[src/rtl/id_ctrl.sv]
// -----------------------------------------------------------------------------
// id_ctrl -- instruction-decode control stage.
//
// Purpose:
//   Buffers fetched {inst, pc} packets in a 2-entry FIFO and feeds the
//   external immediate generator combinationally from the queue head.
//   The head is then moved into a registered output slot towards EX. The FIFO
//   and the output slot together hold up to three packets in flight.
//
// Configuration macro:
//   ID_ILLEGAL_CHECK_EN - when defined, an unknown opcode raises ex_illegal
//                         and forces ex_imm to zero. When undefined,
//                         ex_illegal is tied low. The port list does not change.
//
// Ports:
//   clk, rst             rising-edge clock, synchronous active-high reset
//   if_valid/if_ready    fetch handshake (if_ready = queue has a free slot)
//   if_inst, if_pc       fetched instruction and its PC
//   flush                drop every queued packet and the output packet
//   IMM_TYPE             immediate format of the head instruction
//   IMM_part1/IMM_part2  head inst[11:7] / inst[31:12] (zero when queue empty)
//   ID_IMM               immediate returned by the generator in the same cycle
//   ex_valid/ex_ready    EX handshake
//   ex_pc, ex_imm        registered PC and immediate
//   ex_opcode, ex_rd,
//   ex_rs1, ex_rs2       registered decode fields
//   ex_illegal           registered unknown-opcode flag
// -----------------------------------------------------------------------------
`ifndef CPU_DATA_BITS
`define CPU_DATA_BITS 32
`endif
`ifndef IMM_TYPE_BITS
`define IMM_TYPE_BITS 3
`endif
`ifndef IMM_I_TYPE
`define IMM_I_TYPE 3'd1
`endif
`ifndef IMM_S_TYPE
`define IMM_S_TYPE 3'd2
`endif
`ifndef IMM_B_TYPE
`define IMM_B_TYPE 3'd3
`endif
`ifndef IMM_U_TYPE
`define IMM_U_TYPE 3'd4
`endif
`ifndef IMM_J_TYPE
`define IMM_J_TYPE 3'd5
`endif

module id_ctrl (
  input  logic                      clk,
  input  logic                      rst,
  input  logic                      if_valid,
  output logic                      if_ready,
  input  logic [`CPU_DATA_BITS-1:0] if_inst,
  input  logic [`CPU_DATA_BITS-1:0] if_pc,
  input  logic                      flush,
  output logic [`IMM_TYPE_BITS-1:0] IMM_TYPE,
  output logic [4:0]                IMM_part1,
  output logic [19:0]               IMM_part2,
  input  logic [`CPU_DATA_BITS-1:0] ID_IMM,
  output logic                      ex_valid,
  input  logic                      ex_ready,
  output logic [`CPU_DATA_BITS-1:0] ex_pc,
  output logic [`CPU_DATA_BITS-1:0] ex_imm,
  output logic [6:0]                ex_opcode,
  output logic [4:0]                ex_rd,
  output logic [4:0]                ex_rs1,
  output logic [4:0]                ex_rs2,
  output logic                      ex_illegal
);

  // Queue storage is pure data and carries no reset; only pointers/count do.
  logic [`CPU_DATA_BITS-1:0] inst_q [0:1];
  logic [`CPU_DATA_BITS-1:0] pc_q   [0:1];

  logic       wr_ptr_q, wr_ptr_d;
  logic       rd_ptr_q, rd_ptr_d;
  logic [1:0] count_q,  count_d;
  logic       ex_valid_q, ex_valid_d;

  logic [`CPU_DATA_BITS-1:0] ex_pc_q, ex_imm_q;
  logic [6:0]                ex_opcode_q;
  logic [4:0]                ex_rd_q, ex_rs1_q, ex_rs2_q;

  logic [`CPU_DATA_BITS-1:0] head_inst;
  logic [6:0]                head_op;
  logic                      head_vld;
  logic [`IMM_TYPE_BITS-1:0] head_type;
  logic                      head_illegal;
  logic                      push, load;

  assign head_inst = inst_q[rd_ptr_q];
  assign head_op   = head_inst[6:0];
  assign head_vld  = (count_q != 2'd0);

  // Opcode -> immediate format. Unlisted opcodes get the all-zero code,
  // for which the generator returns a zero immediate.
  always_comb begin
    head_type = '0;
    case (head_op)
      7'b0110111, 7'b0010111:             head_type = `IMM_U_TYPE;
      7'b1101111:                         head_type = `IMM_J_TYPE;
      7'b1100111, 7'b0000011, 7'b0010011: head_type = `IMM_I_TYPE;
      7'b0100011:                         head_type = `IMM_S_TYPE;
      7'b1100011:                         head_type = `IMM_B_TYPE;
      default:                            head_type = '0;
    endcase
  end

`ifdef ID_ILLEGAL_CHECK_EN
  // R-type, FENCE and SYSTEM carry no immediate but are still legal.
  always_comb begin
    head_illegal = 1'b1;
    case (head_op)
      7'b0110111, 7'b0010111, 7'b1101111, 7'b1100111, 7'b0000011,
      7'b0010011, 7'b0100011, 7'b1100011, 7'b0110011, 7'b0001111,
      7'b1110011: head_illegal = 1'b0;
      default:    head_illegal = 1'b1;
    endcase
  end
`else
  assign head_illegal = 1'b0;
`endif

  assign IMM_TYPE  = head_vld ? head_type         : '0;
  assign IMM_part1 = head_vld ? head_inst[11:7]  : 5'd0;
  assign IMM_part2 = head_vld ? head_inst[31:12] : 20'd0;

  assign if_ready = (count_q < 2'd2);
  assign push     = if_valid & if_ready;
  // The head moves into the output slot whenever that slot is empty or
  // being drained this cycle.
  assign load     = head_vld & (~ex_valid_q | ex_ready);

  always_comb begin
    wr_ptr_d   = wr_ptr_q;
    rd_ptr_d   = rd_ptr_q;
    count_d    = count_q;
    ex_valid_d = ex_valid_q;
    if (flush) begin
      wr_ptr_d   = 1'b0;
      rd_ptr_d   = 1'b0;
      count_d    = 2'd0;
      ex_valid_d = 1'b0;
    end else begin
      if (push) wr_ptr_d = ~wr_ptr_q;
      if (load) rd_ptr_d = ~rd_ptr_q;
      case ({push, load})
        2'b10:   count_d = count_q + 2'd1;
        2'b01:   count_d = count_q - 2'd1;
        default: count_d = count_q;
      endcase
      if (load)
        ex_valid_d = 1'b1;
      else if (ex_valid_q & ex_ready)
        ex_valid_d = 1'b0;
    end
  end

  always_ff @(posedge clk) begin
    if (rst) begin
      wr_ptr_q   <= 1'b0;
      rd_ptr_q   <= 1'b0;
      count_q    <= 2'd0;
      ex_valid_q <= 1'b0;
    end else begin
      wr_ptr_q   <= wr_ptr_d;
      rd_ptr_q   <= rd_ptr_d;
      count_q    <= count_d;
      ex_valid_q <= ex_valid_d;
    end
  end

  always_ff @(posedge clk) begin
    if (push & ~flush & ~rst) begin
      inst_q[wr_ptr_q] <= if_inst;
      pc_q[wr_ptr_q]   <= if_pc;
    end
  end

  // Output slot: holds steady unless a load happens, so stalled EX sees
  // stable fields.
  always_ff @(posedge clk) begin
    if (rst) begin
      ex_pc_q     <= '0;
      ex_imm_q    <= '0;
      ex_opcode_q <= 7'd0;
      ex_rd_q     <= 5'd0;
      ex_rs1_q    <= 5'd0;
      ex_rs2_q    <= 5'd0;
    end else if (load & ~flush) begin
      ex_pc_q     <= pc_q[rd_ptr_q];
      ex_imm_q    <= head_illegal ? '0 : ID_IMM;
      ex_opcode_q <= head_op;
      ex_rd_q     <= head_inst[11:7];
      ex_rs1_q    <= head_inst[19:15];
      ex_rs2_q    <= head_inst[24:20];
    end
  end

`ifdef ID_ILLEGAL_CHECK_EN
  logic ex_illegal_q;
  always_ff @(posedge clk) begin
    if (rst)
      ex_illegal_q <= 1'b0;
    else if (load & ~flush)
      ex_illegal_q <= head_illegal;
  end
  assign ex_illegal = ex_illegal_q;
`else
  assign ex_illegal = 1'b0;
`endif

  assign ex_valid  = ex_valid_q;
  assign ex_pc     = ex_pc_q;
  assign ex_imm    = ex_imm_q;
  assign ex_opcode = ex_opcode_q;
  assign ex_rd     = ex_rd_q;
  assign ex_rs1    = ex_rs1_q;
  assign ex_rs2    = ex_rs2_q;

endmodule

[config.mk]
export PLATFORM = sky130hd
export DESIGN_NAME = id_ctrl
export DESIGN_NICKNAME = d
export VERILOG_FILES = /design/src/rtl/id_ctrl.sv
export SDC_FILE = /design/constraint.sdc
export NUM_CORES = 1
export LEC_CHECK = 0
export ABC_AREA = 1
export CORE_MARGIN = 2
export CORE_UTILIZATION = 30
export DETAILED_ROUTE_END_ITERATION = 12
export PLACE_DENSITY = 0.57
export SLEW_MARGIN = 10
export SYNTH_ARGS = -nofsm -noshare
export SYNTH_HDL_FRONTEND = slang
export SYNTH_SLANG_ARGS = --single-unit
[constraint.sdc]
create_clock -name clk -period 8.1 [get_ports clk]
set_input_delay 2.43 -clock clk [delete_from_list [all_inputs] [get_ports clk]]
set_output_delay 2.43 -clock clk [all_outputs]
set_load 0.02 [all_outputs]
==> impl_metrics.toml <==
[outcome]
outcome = "completed"

[cells_and_area]
nets = 1100
diodes = 0
layout_common_cells = "nand2_1, clkdlybuf4s50_1, edfxtp_1"
design_area_um2 = 11400
drive_gt1_frac = 0.0482
final_util = 0.422
final_common_cell = "nand2_1"
layout-area-overhead-vs-synth_pct = 38.2

[detailed_routing]
first_pass_iters = 4
wl_per_cell_um = 15.7
drt_iter0_markers = 330
vias_per_cell = 4.59
final_antenna_net_count = 0
via_count = 6223
drc_errors = 0
wl_um = 21300

[place]
hpwlAfterDp_um = 12900
post-place-ws_ns = 2.96
place_area_um2 = 10600
place_congestion = 0.713
port_buffers = 216

[logic_synthesis]
synthesis.nets = 906
synthSimpleGateAreaFrac = 0.193
synth_mux_area_frac = 0
syn_area_um2 = 8230
synth_top_area_share = 0.467
synth_area_leaders = "edfxtp_1, dfxtp_1, nand2_1"
synthDistinctLibCells = 20
synth_compound_area_frac = 0.0721
synthXorXnorAreaFrac = 0.00213
synth-seq-cells = 220
synth_largest_area_cell = "edfxtp_1"
synth_fa_ha_area_frac = 0.00152
synth_warnings = 0
syn_area_per_cell_um2 = 10.2
netlist_instances = 804
synth.yosys.seq_area_share = 0.691
synth_top_family_by_area = "simple AND/OR/NAND/NOR gates"

[floorplan]
fp-row-count = 60
die_w_um = 170
core_area_um2 = 27000
die-area_um2 = 28800
start_util = 0.305
ios = 218
chipHeight_um = 170

[global_routing]
grtUsageTotal = 0.143
antenna_found_initial = 0
first_global_vias = 6012
grt-ovfl-total = 0
grt_max_degree = 92
grt_pass1_wl_um = 32700

[worst_setup_path]
critPathMaxFanout = 34
reg2reg_depth = 8
worstPathArrival_ns = 2.93
path_class = "flip-flop to output port"
cp-end-kind = "output port"
crit_required_ns = 5.67
start_kind = "flip-flop"

[power]
leakage_nw = 4.03
power_frac_comb = 0.121
sw_frac_of_total = 0.243
clkPwrFrac = 0.398
p_sw_mw = 0.623
power_mw = 2.57
max-vdd-ir-drop_uv = 112
power_density_nw_per_um2 = 226
p_int_mw = 1.94
pwr-share-seq = 0.481

[clock_network]
insertion_delay_ns = 0.51
clk_path_buf_depth = 3
root_buffer = "clkbuf_16"
postCtsHoldBufs = 0
tritoncts = "done"
clkSinkCount = 220
cts_setup_buffers = 0
cts_max_level = 1
path_clk_slew_ns = 0.06
numCtsBuffers = 24
post_cts_resized = 0

[sta]
fin_worst_skew_ns = 0.00547
finalSetupViolations = 0
setup_ws_ns = 2.74
fin_crit_sh = 0.662
tightestPinTransition_ns = 1.03
slew_headroom = 0.316
fmax_mhz = 186
rsz0062_at_grt = "no"
period_needed_ns = 5.36
drv_slew = 0
setup_tns_ns = 0
finalHoldViolations = 0

[hold_path]
worstHoldPathType = "flip-flop to flip-flop"
min_path_cells = 2

[flow_run]
cap_violations = 0
==> cells by family after synthesis <==
logic type,Yosys count
flops,220
xor+xnor,2
other cells,1
fa+ha+maj,1
buf+inv,72
simple gates,390
compound gates,118
==> worst max-delay path: stages, from the launching register on <==
cell             delay [ns]
dfxtp_1                0.29
buf_4                  0.24
inv_2                  0.51
nand2_1                0.12
nand2_1                0.11
nand2_1                0.12
nor2_1                 0.17
nand2_1                0.07
a21oi_1                0.15
clkdlybuf4s50_1        0.62
==> cell type report <==
cell class / count / area [um2]
clock buffers: 36 / 697
clock inverters: 8 / 46.3
fillers: 2603 / 15600
inverters: 17 / 65.1
multi-input cells: 512 / 2230
flip-flops and latches: 220 / 5690
well taps: 341 / 427
repair buffers: 223 / 2210
==> stage by stage <==
stage | hold slack (ns) | std cells
global route | 0.477 | 1357
global placement | 0.449 | 1313
finish | 0.460 | 1357
CTS | 0.461 | 1357
detailed placement | 0.452 | 1313
floorplan | 0.440 | 804
==> worst paths after layout <==
path                      end  startpoint  slack, ns
setup / recovery  IMM_TYPE[0]   flip-flop       2.74
hold / removal      ex_pc[24]   ex_pc[24]       0.46
setup reg to reg   count_q[1]  count_q[0]       5.42
hold reg to reg     ex_pc[24]   ex_pc[24]       0.46
==> Yosys cell counts <==
| cell type | instances |
|---|---|
| buf_4 | 7 |
| nor2_1 | 23 |
| clkbuf_1 | 19 |
| ha_1 | 1 |
| nor3_1 | 2 |
| a21oi_1 | 117 |
| buf_2 | 24 |
| nand2_2 | 1 |
| nand2_1 | 276 |
| inv_2 | 3 |
| xor2_1 | 2 |
| edfxtp_1 | 128 |
| o21bai_1 | 1 |
| nand3_1 | 86 |
| inv_1 | 14 |
| conb_1 | 1 |
| or2_0 | 1 |
| nor2_4 | 1 |
| dfxtp_1 | 92 |
| buf_1 | 5 |
==> state kept, by name, summed over array words and instances (netlist names), named ones only <==
signal,flops
pc_q,64
ex_opcode,7
ex_rs2,5
ex_rs1,5
count_q,2
rd_ptr_q,1
ex_imm,32
inst_q,64
wr_ptr_q,1
ex_rd,5
ex_pc,32
ex_valid,1
==> metal layers <==
| layer | global-route usage | vias to the layer above | wire (um) |
|---|---|---|---|
| met2 | 0.244 | 171 | 10400 |
| met4 | 0.0476 | 0 | 565 |
| met3 | 0.0257 | 35 | 1060 |
| li1 | - | 3111 | - |
| met1 | 0.184 | 2906 | 9300 |
| met5 | 0 | - | 0 |
==> power groups by stage <==
| stage | Sequential [mW] | Combinational, mW | Clock (mW) |
|---|---|---|---|
| 3_3_place_gp | 1.26 | 0.315 | 0 |
| 5_1_grt | 1.24 | 0.340 | 1.11 |
| 6_report | 1.23 | 0.311 | 1.02 |
| 2_1_floorplan | 1.28 | 0.138 | 0 |
| 3_5_place_dp | 1.26 | 0.317 | 0 |
| 4_1_cts | 1.24 | 0.318 | 1.06 |
Note: power is estimated with default switching activity, not from simulation.
